--- src/rtl/alu_arbiter_if.sv ---
// Requester, response and ALU-side signals of the two-requester ALU arbiter.
// slave = arbiter view, master = environment view (requesters plus the ALU).
interface alu_arbiter_if #(
    parameter int DW  = 32,
    parameter int OPW = 4
);
    logic           req0_valid;
    logic           req0_ready;
    logic [OPW-1:0] req0_aluop;
    logic [DW-1:0]  req0_a;
    logic [DW-1:0]  req0_b;

    logic           req1_valid;
    logic           req1_ready;
    logic [OPW-1:0] req1_aluop;
    logic [DW-1:0]  req1_a;
    logic [DW-1:0]  req1_b;

    logic           resp0_valid;
    logic           resp0_ready;
    logic           resp1_valid;
    logic           resp1_ready;
    logic [DW-1:0]  resp_out;
    logic           resp_zero;
    logic           resp_negative;
    logic           resp_overflow;

    logic [OPW-1:0] alu_aluop;
    logic [DW-1:0]  alu_port_a;
    logic [DW-1:0]  alu_port_b;
    logic [DW-1:0]  alu_port_out;
    logic           alu_zero;
    logic           alu_negative;
    logic           alu_overflow;

    modport slave (
        input  req0_valid, req0_aluop, req0_a, req0_b,
        input  req1_valid, req1_aluop, req1_a, req1_b,
        output req0_ready, req1_ready,
        output resp0_valid, resp1_valid,
        input  resp0_ready, resp1_ready,
        output resp_out, resp_zero, resp_negative, resp_overflow,
        output alu_aluop, alu_port_a, alu_port_b,
        input  alu_port_out, alu_zero, alu_negative, alu_overflow
    );

    modport master (
        output req0_valid, req0_aluop, req0_a, req0_b,
        output req1_valid, req1_aluop, req1_a, req1_b,
        input  req0_ready, req1_ready,
        input  resp0_valid, resp1_valid,
        output resp0_ready, resp1_ready,
        input  resp_out, resp_zero, resp_negative, resp_overflow,
        input  alu_aluop, alu_port_a, alu_port_b,
        output alu_port_out, alu_zero, alu_negative, alu_overflow
    );
endinterface

--- src/rtl/alu_arbiter.sv ---
// Round-robin sharing of one combinational ALU between two requesters.
// Define ALU_ARB_PERF_EN to add saturating grant/wait performance counters.
//
// state | meaning
// IDLE  | waiting for a request; grants one requester per transfer
// EXEC  | op_reg drives the ALU for one cycle; result captured at its end
// RESP  | result held for the owner until its response handshake
module alu_arbiter #(
    parameter int DW  = 32,
    parameter int OPW = 4
) (
    input  logic          CLK,
    input  logic          RST,
    alu_arbiter_if.slave  bus
`ifdef ALU_ARB_PERF_EN
    ,
    output logic [15:0]   grant_cnt0,
    output logic [15:0]   grant_cnt1,
    output logic [15:0]   wait_cnt
`endif
);

    typedef enum logic [1:0] {
        IDLE = 2'd0,
        EXEC = 2'd1,
        RESP = 2'd2
    } state_t;

    state_t         state, state_nxt;
    logic           last_grant;
    logic           owner;
    logic           winner;
    logic           xfer;
    logic           ready0, ready1;
    logic           rvalid0, rvalid1;

    logic [OPW-1:0] op_aluop;
    logic [DW-1:0]  op_a;
    logic [DW-1:0]  op_b;

    logic [DW-1:0]  res_out;
    logic           res_zero;
    logic           res_negative;
    logic           res_overflow;

    // A lone requester always wins; on contention the one not granted last time wins.
    always_comb begin
        if (bus.req0_valid && bus.req1_valid)
            winner = ~last_grant;
        else
            winner = bus.req1_valid;
    end

    always_comb begin
        state_nxt = state;
        ready0    = 1'b0;
        ready1    = 1'b0;
        rvalid0   = 1'b0;
        rvalid1   = 1'b0;
        xfer      = 1'b0;
        case (state)
            IDLE: begin
                ready0 = bus.req0_valid && !winner;
                ready1 = bus.req1_valid && winner;
                xfer   = bus.req0_valid || bus.req1_valid;
                if (xfer)
                    state_nxt = EXEC;
            end
            EXEC: state_nxt = RESP;
            RESP: begin
                rvalid0 = !owner;
                rvalid1 = owner;
                if (owner ? bus.resp1_ready : bus.resp0_ready)
                    state_nxt = IDLE;
            end
            default: state_nxt = IDLE;
        endcase
    end

    always_ff @(posedge CLK or posedge RST) begin
        if (RST)
            state <= IDLE;
        else
            state <= state_nxt;
    end

    always_ff @(posedge CLK or posedge RST) begin
        if (RST) begin
            last_grant <= 1'b1;
            owner      <= 1'b0;
            op_aluop   <= '0;
            op_a       <= '0;
            op_b       <= '0;
        end else if (xfer) begin
            last_grant <= winner;
            owner      <= winner;
            op_aluop   <= winner ? bus.req1_aluop : bus.req0_aluop;
            op_a       <= winner ? bus.req1_a     : bus.req0_a;
            op_b       <= winner ? bus.req1_b     : bus.req0_b;
        end
    end

    always_ff @(posedge CLK or posedge RST) begin
        if (RST) begin
            res_out      <= '0;
            res_zero     <= 1'b0;
            res_negative <= 1'b0;
            res_overflow <= 1'b0;
        end else if (state == EXEC) begin
            res_out      <= bus.alu_port_out;
            res_zero     <= bus.alu_zero;
            res_negative <= bus.alu_negative;
            res_overflow <= bus.alu_overflow;
        end
    end

    assign bus.req0_ready    = ready0;
    assign bus.req1_ready    = ready1;
    assign bus.resp0_valid   = rvalid0;
    assign bus.resp1_valid   = rvalid1;
    assign bus.resp_out      = res_out;
    assign bus.resp_zero     = res_zero;
    assign bus.resp_negative = res_negative;
    assign bus.resp_overflow = res_overflow;
    // ALU inputs keep the last issued op outside EXEC rather than being cleared.
    assign bus.alu_aluop     = op_aluop;
    assign bus.alu_port_a    = op_a;
    assign bus.alu_port_b    = op_b;

`ifdef ALU_ARB_PERF_EN
    logic stalled;
    assign stalled = (bus.req0_valid && !ready0) || (bus.req1_valid && !ready1);

    always_ff @(posedge CLK or posedge RST) begin
        if (RST) begin
            grant_cnt0 <= '0;
            grant_cnt1 <= '0;
            wait_cnt   <= '0;
        end else begin
            if (ready0 && grant_cnt0 != 16'hFFFF)
                grant_cnt0 <= grant_cnt0 + 16'd1;
            if (ready1 && grant_cnt1 != 16'hFFFF)
                grant_cnt1 <= grant_cnt1 + 16'd1;
            if (stalled && wait_cnt != 16'hFFFF)
                wait_cnt <= wait_cnt + 16'd1;
        end
    end
`endif

endmodule

--- src/flat_wrapper.sv ---
// flat-port wrapper written by rule: the top's interface ports become plain ports
module alu_arbiter_flat 
#(
    parameter int DW  = 32,
    parameter int OPW = 4
)
  (CLK, RST, bus_req0_valid, bus_req0_aluop, bus_req0_a, bus_req0_b, bus_req1_valid, bus_req1_aluop, bus_req1_a, bus_req1_b, bus_req0_ready, bus_req1_ready, bus_resp0_valid, bus_resp1_valid, bus_resp0_ready, bus_resp1_ready, bus_resp_out, bus_resp_zero, bus_resp_negative, bus_resp_overflow, bus_alu_aluop, bus_alu_port_a, bus_alu_port_b, bus_alu_port_out, bus_alu_zero, bus_alu_negative, bus_alu_overflow);
  alu_arbiter_if #(.DW(DW), .OPW(OPW)) bus_i ();
  input  logic CLK;
  input  logic RST;
  input wire logic [$bits(bus_i.req0_valid)-1:0] bus_req0_valid;
  input wire logic [$bits(bus_i.req0_aluop)-1:0] bus_req0_aluop;
  input wire logic [$bits(bus_i.req0_a)-1:0] bus_req0_a;
  input wire logic [$bits(bus_i.req0_b)-1:0] bus_req0_b;
  input wire logic [$bits(bus_i.req1_valid)-1:0] bus_req1_valid;
  input wire logic [$bits(bus_i.req1_aluop)-1:0] bus_req1_aluop;
  input wire logic [$bits(bus_i.req1_a)-1:0] bus_req1_a;
  input wire logic [$bits(bus_i.req1_b)-1:0] bus_req1_b;
  output wire logic [$bits(bus_i.req0_ready)-1:0] bus_req0_ready;
  output wire logic [$bits(bus_i.req1_ready)-1:0] bus_req1_ready;
  output wire logic [$bits(bus_i.resp0_valid)-1:0] bus_resp0_valid;
  output wire logic [$bits(bus_i.resp1_valid)-1:0] bus_resp1_valid;
  input wire logic [$bits(bus_i.resp0_ready)-1:0] bus_resp0_ready;
  input wire logic [$bits(bus_i.resp1_ready)-1:0] bus_resp1_ready;
  output wire logic [$bits(bus_i.resp_out)-1:0] bus_resp_out;
  output wire logic [$bits(bus_i.resp_zero)-1:0] bus_resp_zero;
  output wire logic [$bits(bus_i.resp_negative)-1:0] bus_resp_negative;
  output wire logic [$bits(bus_i.resp_overflow)-1:0] bus_resp_overflow;
  output wire logic [$bits(bus_i.alu_aluop)-1:0] bus_alu_aluop;
  output wire logic [$bits(bus_i.alu_port_a)-1:0] bus_alu_port_a;
  output wire logic [$bits(bus_i.alu_port_b)-1:0] bus_alu_port_b;
  input wire logic [$bits(bus_i.alu_port_out)-1:0] bus_alu_port_out;
  input wire logic [$bits(bus_i.alu_zero)-1:0] bus_alu_zero;
  input wire logic [$bits(bus_i.alu_negative)-1:0] bus_alu_negative;
  input wire logic [$bits(bus_i.alu_overflow)-1:0] bus_alu_overflow;
  assign bus_i.req0_valid = bus_req0_valid;
  assign bus_i.req0_aluop = bus_req0_aluop;
  assign bus_i.req0_a = bus_req0_a;
  assign bus_i.req0_b = bus_req0_b;
  assign bus_i.req1_valid = bus_req1_valid;
  assign bus_i.req1_aluop = bus_req1_aluop;
  assign bus_i.req1_a = bus_req1_a;
  assign bus_i.req1_b = bus_req1_b;
  assign bus_req0_ready = bus_i.req0_ready;
  assign bus_req1_ready = bus_i.req1_ready;
  assign bus_resp0_valid = bus_i.resp0_valid;
  assign bus_resp1_valid = bus_i.resp1_valid;
  assign bus_i.resp0_ready = bus_resp0_ready;
  assign bus_i.resp1_ready = bus_resp1_ready;
  assign bus_resp_out = bus_i.resp_out;
  assign bus_resp_zero = bus_i.resp_zero;
  assign bus_resp_negative = bus_i.resp_negative;
  assign bus_resp_overflow = bus_i.resp_overflow;
  assign bus_alu_aluop = bus_i.alu_aluop;
  assign bus_alu_port_a = bus_i.alu_port_a;
  assign bus_alu_port_b = bus_i.alu_port_b;
  assign bus_i.alu_port_out = bus_alu_port_out;
  assign bus_i.alu_zero = bus_alu_zero;
  assign bus_i.alu_negative = bus_alu_negative;
  assign bus_i.alu_overflow = bus_alu_overflow;
  alu_arbiter #(.DW(DW), .OPW(OPW)) u_core (.CLK(CLK), .RST(RST), .bus(bus_i));
endmodule
--- config.mk ---
export PLATFORM = sky130hd
export DESIGN_NAME = alu_arbiter_flat
export DESIGN_NICKNAME = d
export VERILOG_FILES = /design/src/rtl/alu_arbiter_if.sv /design/src/rtl/alu_arbiter.sv /design/src/flat_wrapper.sv
export SDC_FILE = /design/constraint.sdc
export NUM_CORES = 1
export LEC_CHECK = 0
export BUFFER_PORTS_ARGS = -buffer_cell sky130_fd_sc_hd__clkbuf_2
export CAP_MARGIN = 25
export CORE_ASPECT_RATIO = 1.1
export CORE_MARGIN = 5
export CORE_UTILIZATION = 38
export DETAILED_ROUTE_END_ITERATION = 7
export PLACE_DENSITY = 0.74
export SLEW_MARGIN = 20
export SYNTH_ARGS = -nofsm -noshare
export SYNTH_HDL_FRONTEND = slang
export SYNTH_SLANG_ARGS = --single-unit
--- constraint.sdc ---
create_clock -name CLK -period 3.48 [get_ports CLK]
set_input_delay 0.174 -clock CLK [delete_from_list [all_inputs] [get_ports CLK]]
set_output_delay 0.174 -clock CLK [all_outputs]
set_load 0.05 [all_outputs]
==> impl_metrics.env, run 1 <==
export IMPL_pre_cts_ws_ns=1.29
export IMPL_drt_initial_drc_count=123
export IMPL_vias=3513
export IMPL_die_h_um=135
export IMPL_critical_path_max_stage_delay_ns=0.55
export IMPL_dp_final_hpwl_um=9970
export IMPL_clk_pin_slew_ns=0.07
export IMPL_hold_violations=38
export IMPL_grt_usage=0.143
export IMPL_cp_top_family="buffers and inverters"
export IMPL_powerDensity_nw_per_um2=1130
export IMPL_grt_max_degree=90
export IMPL_cts_sinks=107
export IMPL_antenna_found_initial=0
export IMPL_synth_seq_cells=107
export IMPL_clock_path_buffers=2
export IMPL_ys_types=19
export IMPL_period_needed_ns=2.44
export IMPL_multi_input_area_um2=2540
export IMPL_worstSetupPathType="register to output pin"
export IMPL_first_global_vias=3938
export IMPL_n_antenna_cell=0
export IMPL_postCtsSetupBuffers=0
export IMPL_htree_num_levels=3
export IMPL_slowest_stage="dfstp_2"
export IMPL_status="complete, but fails checks"
export IMPL_drc=0
export IMPL_synth_seq_area_share=0.496
export IMPL_path_max_fanout=47
export IMPL_die_w_um=124
export IMPL_cap_violations=0
export IMPL_worstPathRequired_ns=3.31
export IMPL_clock_skew_ns=0.00599
export IMPL_ant_nets=0
export IMPL_start_util=0.390
export IMPL_switchingPower_mw=4.04
export IMPL_pwr_share_comb=0.605
export IMPL_synth_avg_cell_area_um2=17.2
export IMPL_grt_first_pass_wirelength_um=18900
export IMPL_fmax_mhz=410
export IMPL_switching_share=0.493
export IMPL_synth_nets=491
export IMPL_regArea_um2=2680
export IMPL_first_pass_iters=4
export IMPL_power_mw=8.19
export IMPL_period_share=0.700
export IMPL_p_seq_frac=0.278
export IMPL_via_per_inst=4.48
export IMPL_critPathCaptureType="output pin"
export IMPL_root_buffer="clkbuf_16"
export IMPL_yosys_warnings=0
export IMPL_p_leak_nw=3.90
export IMPL_synth_cells=314
export IMPL_rows=45
export IMPL_slew_viol_final=0
export IMPL_fillers=1195
export IMPL_synth_top_cell_area_share=0.491
export IMPL_globalRouteOverflowTotal=0
export IMPL_drt_total_wl_um=12400
export IMPL_fin_tns_setup_ns=0
export IMPL_crit_chain="a21bo_4 > buf_12 > and3_1 > clkbuf_2"
export IMPL_area_delta_synth_final_pct=33.8
export IMPL_reg2reg_slack_ns=1.32
export IMPL_cts_resized=0
export IMPL_final_setup_viol_count=0
export IMPL_setup_slack_ns=1.04
export IMPL_yosys_top_cells_area="dfrtp_1, mux2_4, mux2_2, buf_8, buf_4"
export IMPL_synth_edf_count=0
export IMPL_fp_coreArea_um2=13900
export IMPL_slew_headroom=0.494
export IMPL_routabilityCongestion=0.747
export IMPL_crit_arrival_ns=2.26
export IMPL_worstMarginPinSlew_ns=0.760
export IMPL_ctsHoldBuffers=0
export IMPL_syn_area_um2=5400
export IMPL_rsz0062_at_grt="no"
export IMPL_clockPowerShare=0.118
export IMPL_cts_buffers=9
export IMPL_synth_largest_area_cell="dfrtp_1"
export IMPL_worstSkewPairLatency_ns=0.34
export IMPL_dieArea_um2=16700
export IMPL_violations="negative hold slack"
export IMPL_cts_tree="yes"
export IMPL_cp_start_kind="register"
export IMPL_ys_async_sr_fraction=1.00
export IMPL_hp_class="input pin to async pin"
export IMPL_final_common_cell="clkbuf_2"
export IMPL_final_cell_mix="clkbuf_2, mux2_4, dfrtp_1"
export IMPL_io_pins=284
export IMPL_ir_drop_mv=0.511
export IMPL_intPower_mw=4.16
export IMPL_yosys_most_used_dff="dfrtp_1"
export IMPL_wl_per_cell_um=15.8
export IMPL_drive_above_1_share=0.802
export IMPL_hold_ws_ns=-0.0216
export IMPL_portBuffers=283
export IMPL_fin_nets=769
export IMPL_critPathBufInv=2
## power groups by stage
stage / registers [mW] / logic, mW / clock network, mW
2_1_floorplan: 4.41 / 1.86 / 0
3_3_place_gp: 2.27 / 4.95 / 0
3_5_place_dp: 2.29 / 5.02 / 0
4_1_cts: 2.28 / 5.02 / 1.01
5_1_grt: 2.36 / 5.17 / 1.05
6_report: 2.27 / 4.96 / 0.964
## through the flow
step,util,area (um2),instances
finish,0.522,7220,785
global route,0.522,7220,785
CTS,0.521,7220,785
detailed placement,0.501,6930,769
global placement,0.501,6930,769
floorplan,-,5400,314
## per-layer routing
metal  part of all wire  global-route usage  up-vias
met5                  0                   0        -
met4              0.015              0.0431        0
met3              0.087              0.0411       14
met2               0.52               0.257      169
met1               0.38               0.162     1664
li1                   -                   -     1666
## cell families after synthesis
group	after synthesis	synth area share
AO/OA/AOI/OAI	6	0.00765
buffers and inverters	22	0.0366
flip-flops	107	0.496
multiplexers	172	0.453
AND/OR/NAND/NOR	7	0.00649
## area by class of cell
type | count | share of cell area
tap | 188 | 0.0326
clock inverter | 6 | 0.00693
clock buffer | 10 | 0.0331
timing repair buffer | 287 | 0.204
multi-input combinational | 185 | 0.351
inverter | 2 | 0.00173
sequential | 107 | 0.371
## synth_stat cells, types with 2 or more instances
master    number
buf_2          5
buf_4          7
buf_6          2
buf_8          6
dfrtp_1      106
inv_1          2
mux2_2        36
mux2_4       136
nand2b_1       2
nor2_1         3
## sequential cells by signal, summed over array words and instances, names as in the netlist
| name | count |
|---|---|
| u_core.bus.alu_port_b | 32 |
| u_core.bus.resp_out | 32 |
| u_core.bus.alu_port_a | 32 |
| u_core.bus.alu_aluop | 4 |
| u_core.bus.resp_negative | 1 |
| u_core.state | 2 |
| u_core.owner | 1 |
| u_core.last_grant | 1 |
| u_core.bus.resp_zero | 1 |
| u_core.bus.resp_overflow | 1 |
## path summary, 6_finish.rpt
| path | from | end | cells after the start |
|---|---|---|---|
| worst max-delay path | u_core.last_grant$_DFFE_PP1P_ | bus_req0_ready | 4 |
| worst min-delay path | RST | u_core.bus.alu_aluop[0]$_DFFE_PP0P_ | 2 |
| worst max register to register | u_core.last_grant$_DFFE_PP1P_ | u_core.bus.alu_port_a[10]$_DFFE_PP0P_ | 4 |
| worst min register to register | u_core.bus.resp_out[5]$_DFFE_PP0N_ | u_core.bus.resp_out[5]$_DFFE_PP0N_ | 1 |
| max in group asynchronous | RST | u_core.last_grant$_DFFE_PP1P_ | 3 |
| min in group CLK | bus_req0_valid | u_core.last_grant$_DFFE_PP1P_ | 2 |
No activity file was read; power rests on OpenSTA's default activity.
==> inputs of run 2 (changes only) <==
Settings changed: PLACE_DENSITY 0.74 to 0.77.
Clock period 3.48 ns to 1.95 ns, I/O delays scaled along.
==> impl_metrics.env, run 2 (same netlist as run 1, synthesis figures left out) <==
export IMPL_hold_violations=0
export IMPL_slowest_stage="dfstp_2"
export IMPL_drive_above_1_share=0.766
export IMPL_critPathBufInv=2
export IMPL_dp_cells=781
export IMPL_n_antenna_cell=0
export IMPL_cts_buffers=9
export IMPL_path_max_fanout=16
export IMPL_fillers=1142
export IMPL_cts_resized=0
export IMPL_powerDensity_nw_per_um2=1940
export IMPL_p_leak_nw=4.12
export IMPL_period_share=0.920
export IMPL_clock_skew_ns=0.00988
export IMPL_drt_total_wl_um=13700
export IMPL_drt_initial_drc_count=113
export IMPL_final_cell_mix="clkbuf_2, mux2_4, dfrtp_1"
export IMPL_cts_sinks=107
export IMPL_die_w_um=124
export IMPL_fin_nets=816
export IMPL_ant_nets=0
export IMPL_via_per_inst=4.51
export IMPL_final_util=0.556
export IMPL_dp_final_hpwl_um=10600
export IMPL_crit_arrival_ns=1.70
export IMPL_routabilityCongestion=0.735
export IMPL_critPathCaptureType="output pin"
export IMPL_worstSkewPairLatency_ns=0.34
export IMPL_cts_tree="yes"
export IMPL_portBuffers=283
export IMPL_area_delta_synth_final_pct=42.6
export IMPL_final_common_cell="clkbuf_2"
export IMPL_dieArea_um2=16700
export IMPL_period_needed_ns=1.79
export IMPL_rows=45
export IMPL_ir_drop_mv=0.937
export IMPL_clk_pin_slew_ns=0.07
export IMPL_grt_usage=0.160
export IMPL_worstMarginPinSlew_ns=0.603
export IMPL_drc=0
export IMPL_start_util=0.390
export IMPL_crit_chain="a21bo_4 > buf_12 > and3_1 > clkbuf_2"
export IMPL_status="complete, no violations"
export IMPL_wl_per_cell_um=16.5
export IMPL_fp_coreArea_um2=13900
export IMPL_die_h_um=135
export IMPL_fmax_mhz=558
export IMPL_final_setup_viol_count=0
export IMPL_hp_class="input pin to register"
export IMPL_fin_tns_setup_ns=0
export IMPL_globalRouteOverflowTotal=0
export IMPL_layout_cells_non_filler=832
export IMPL_power_mw=15.0
export IMPL_htree_num_levels=3
export IMPL_io_pins=284
export IMPL_slew_headroom=0.598
export IMPL_cap_violations=0
export IMPL_grt_first_pass_wirelength_um=21000
export IMPL_cp_start_kind="register"
export IMPL_worstSetupPathType="register to output pin"
export IMPL_first_pass_iters=3
export IMPL_rsz0062_at_grt="no"
export IMPL_grt_max_degree=108
export IMPL_root_buffer="clkbuf_16"
export IMPL_slew_viol_final=0
export IMPL_first_global_vias=4255
export IMPL_worstPathRequired_ns=1.85
export IMPL_antenna_found_initial=0
export IMPL_cp_top_family="flip-flops"
export IMPL_clock_path_buffers=2
export IMPL_critical_path_max_stage_delay_ns=0.55
export IMPL_vias=3753
==> run 2: metal layers <==
metal / global-route usage / wire length (um) / vias up
met5: 0 / 0 / -
met4: 0.0443 / 216 / 0
met3: 0.0411 / 1050 / 15
met2: 0.302 / 7360 / 169
met1: 0.175 / 5120 / 1800
li1: - / - / 1769
==> run 2: metrics by stage <==
stage / cell area (um2) / hold slack (ns) / setup WS (ns)
global route: 7700 / 0.00240 / 0.0806
finish: 7700 / 0.0156 / 0.157
detailed placement: 7070 / 0.307 / 0.154
CTS: 7690 / 0.000827 / 0.134
floorplan: 5410 / 0.160 / 0.203
global placement: 7070 / 0.287 / 0.197
==> run 2: power by group <==
group	internal [mW]	switching (mW)	total (mW)
Clock	0.947	0.798	1.75
Combinational	3.29	5.82	9.11
Sequential	3.39	0.709	4.10
==> run 2: layout make-up <==
class	count	area, um2	share of cell area
Timing Repair Buffer	334	1940	0.252
Multi-Input combinational cell	185	2540	0.330
Inverter	2	11.3	0.00146
Tap cell	188	235	0.0305
Clock buffer	12	256	0.0333
Sequential cell	107	2680	0.348
Clock inverter	4	33.8	0.00439
==> run 2: repair_timing <==
item | in CTS | in global routing
hold buffers | 32 | 1
endpoints found under the hold margin | 137 | 1
endpoints found under the setup margin | 1 | 0
buffers inserted | 2 | 0
==> run 2: path summary, 6_finish.rpt <==
path / startpoint / to / slack (ns) / cells after the start
setup / recovery: u_core.last_grant$_DFFE_PP1P_ / bus_req0_ready / 0.16 / 4
hold reg to reg: u_core.bus.resp_out[13]$_DFFE_PP0N_ / u_core.bus.resp_out[13]$_DFFE_PP0N_ / 0.51 / 1
hold / removal: bus_alu_port_out[3] / u_core.bus.resp_out[3]$_DFFE_PP0N_ / 0.02 / 2
setup reg to reg: u_core.last_grant$_DFFE_PP1P_ / u_core.bus.alu_port_a[30]$_DFFE_PP0P_ / 0.18 / 5
max in group asynchronous: RST / u_core.bus.resp_out[17]$_DFFE_PP0N_ / 1.01 / 4
min in group asynchronous: RST / u_core.bus.resp_out[22]$_DFFE_PP0N_ / 0.43 / 4
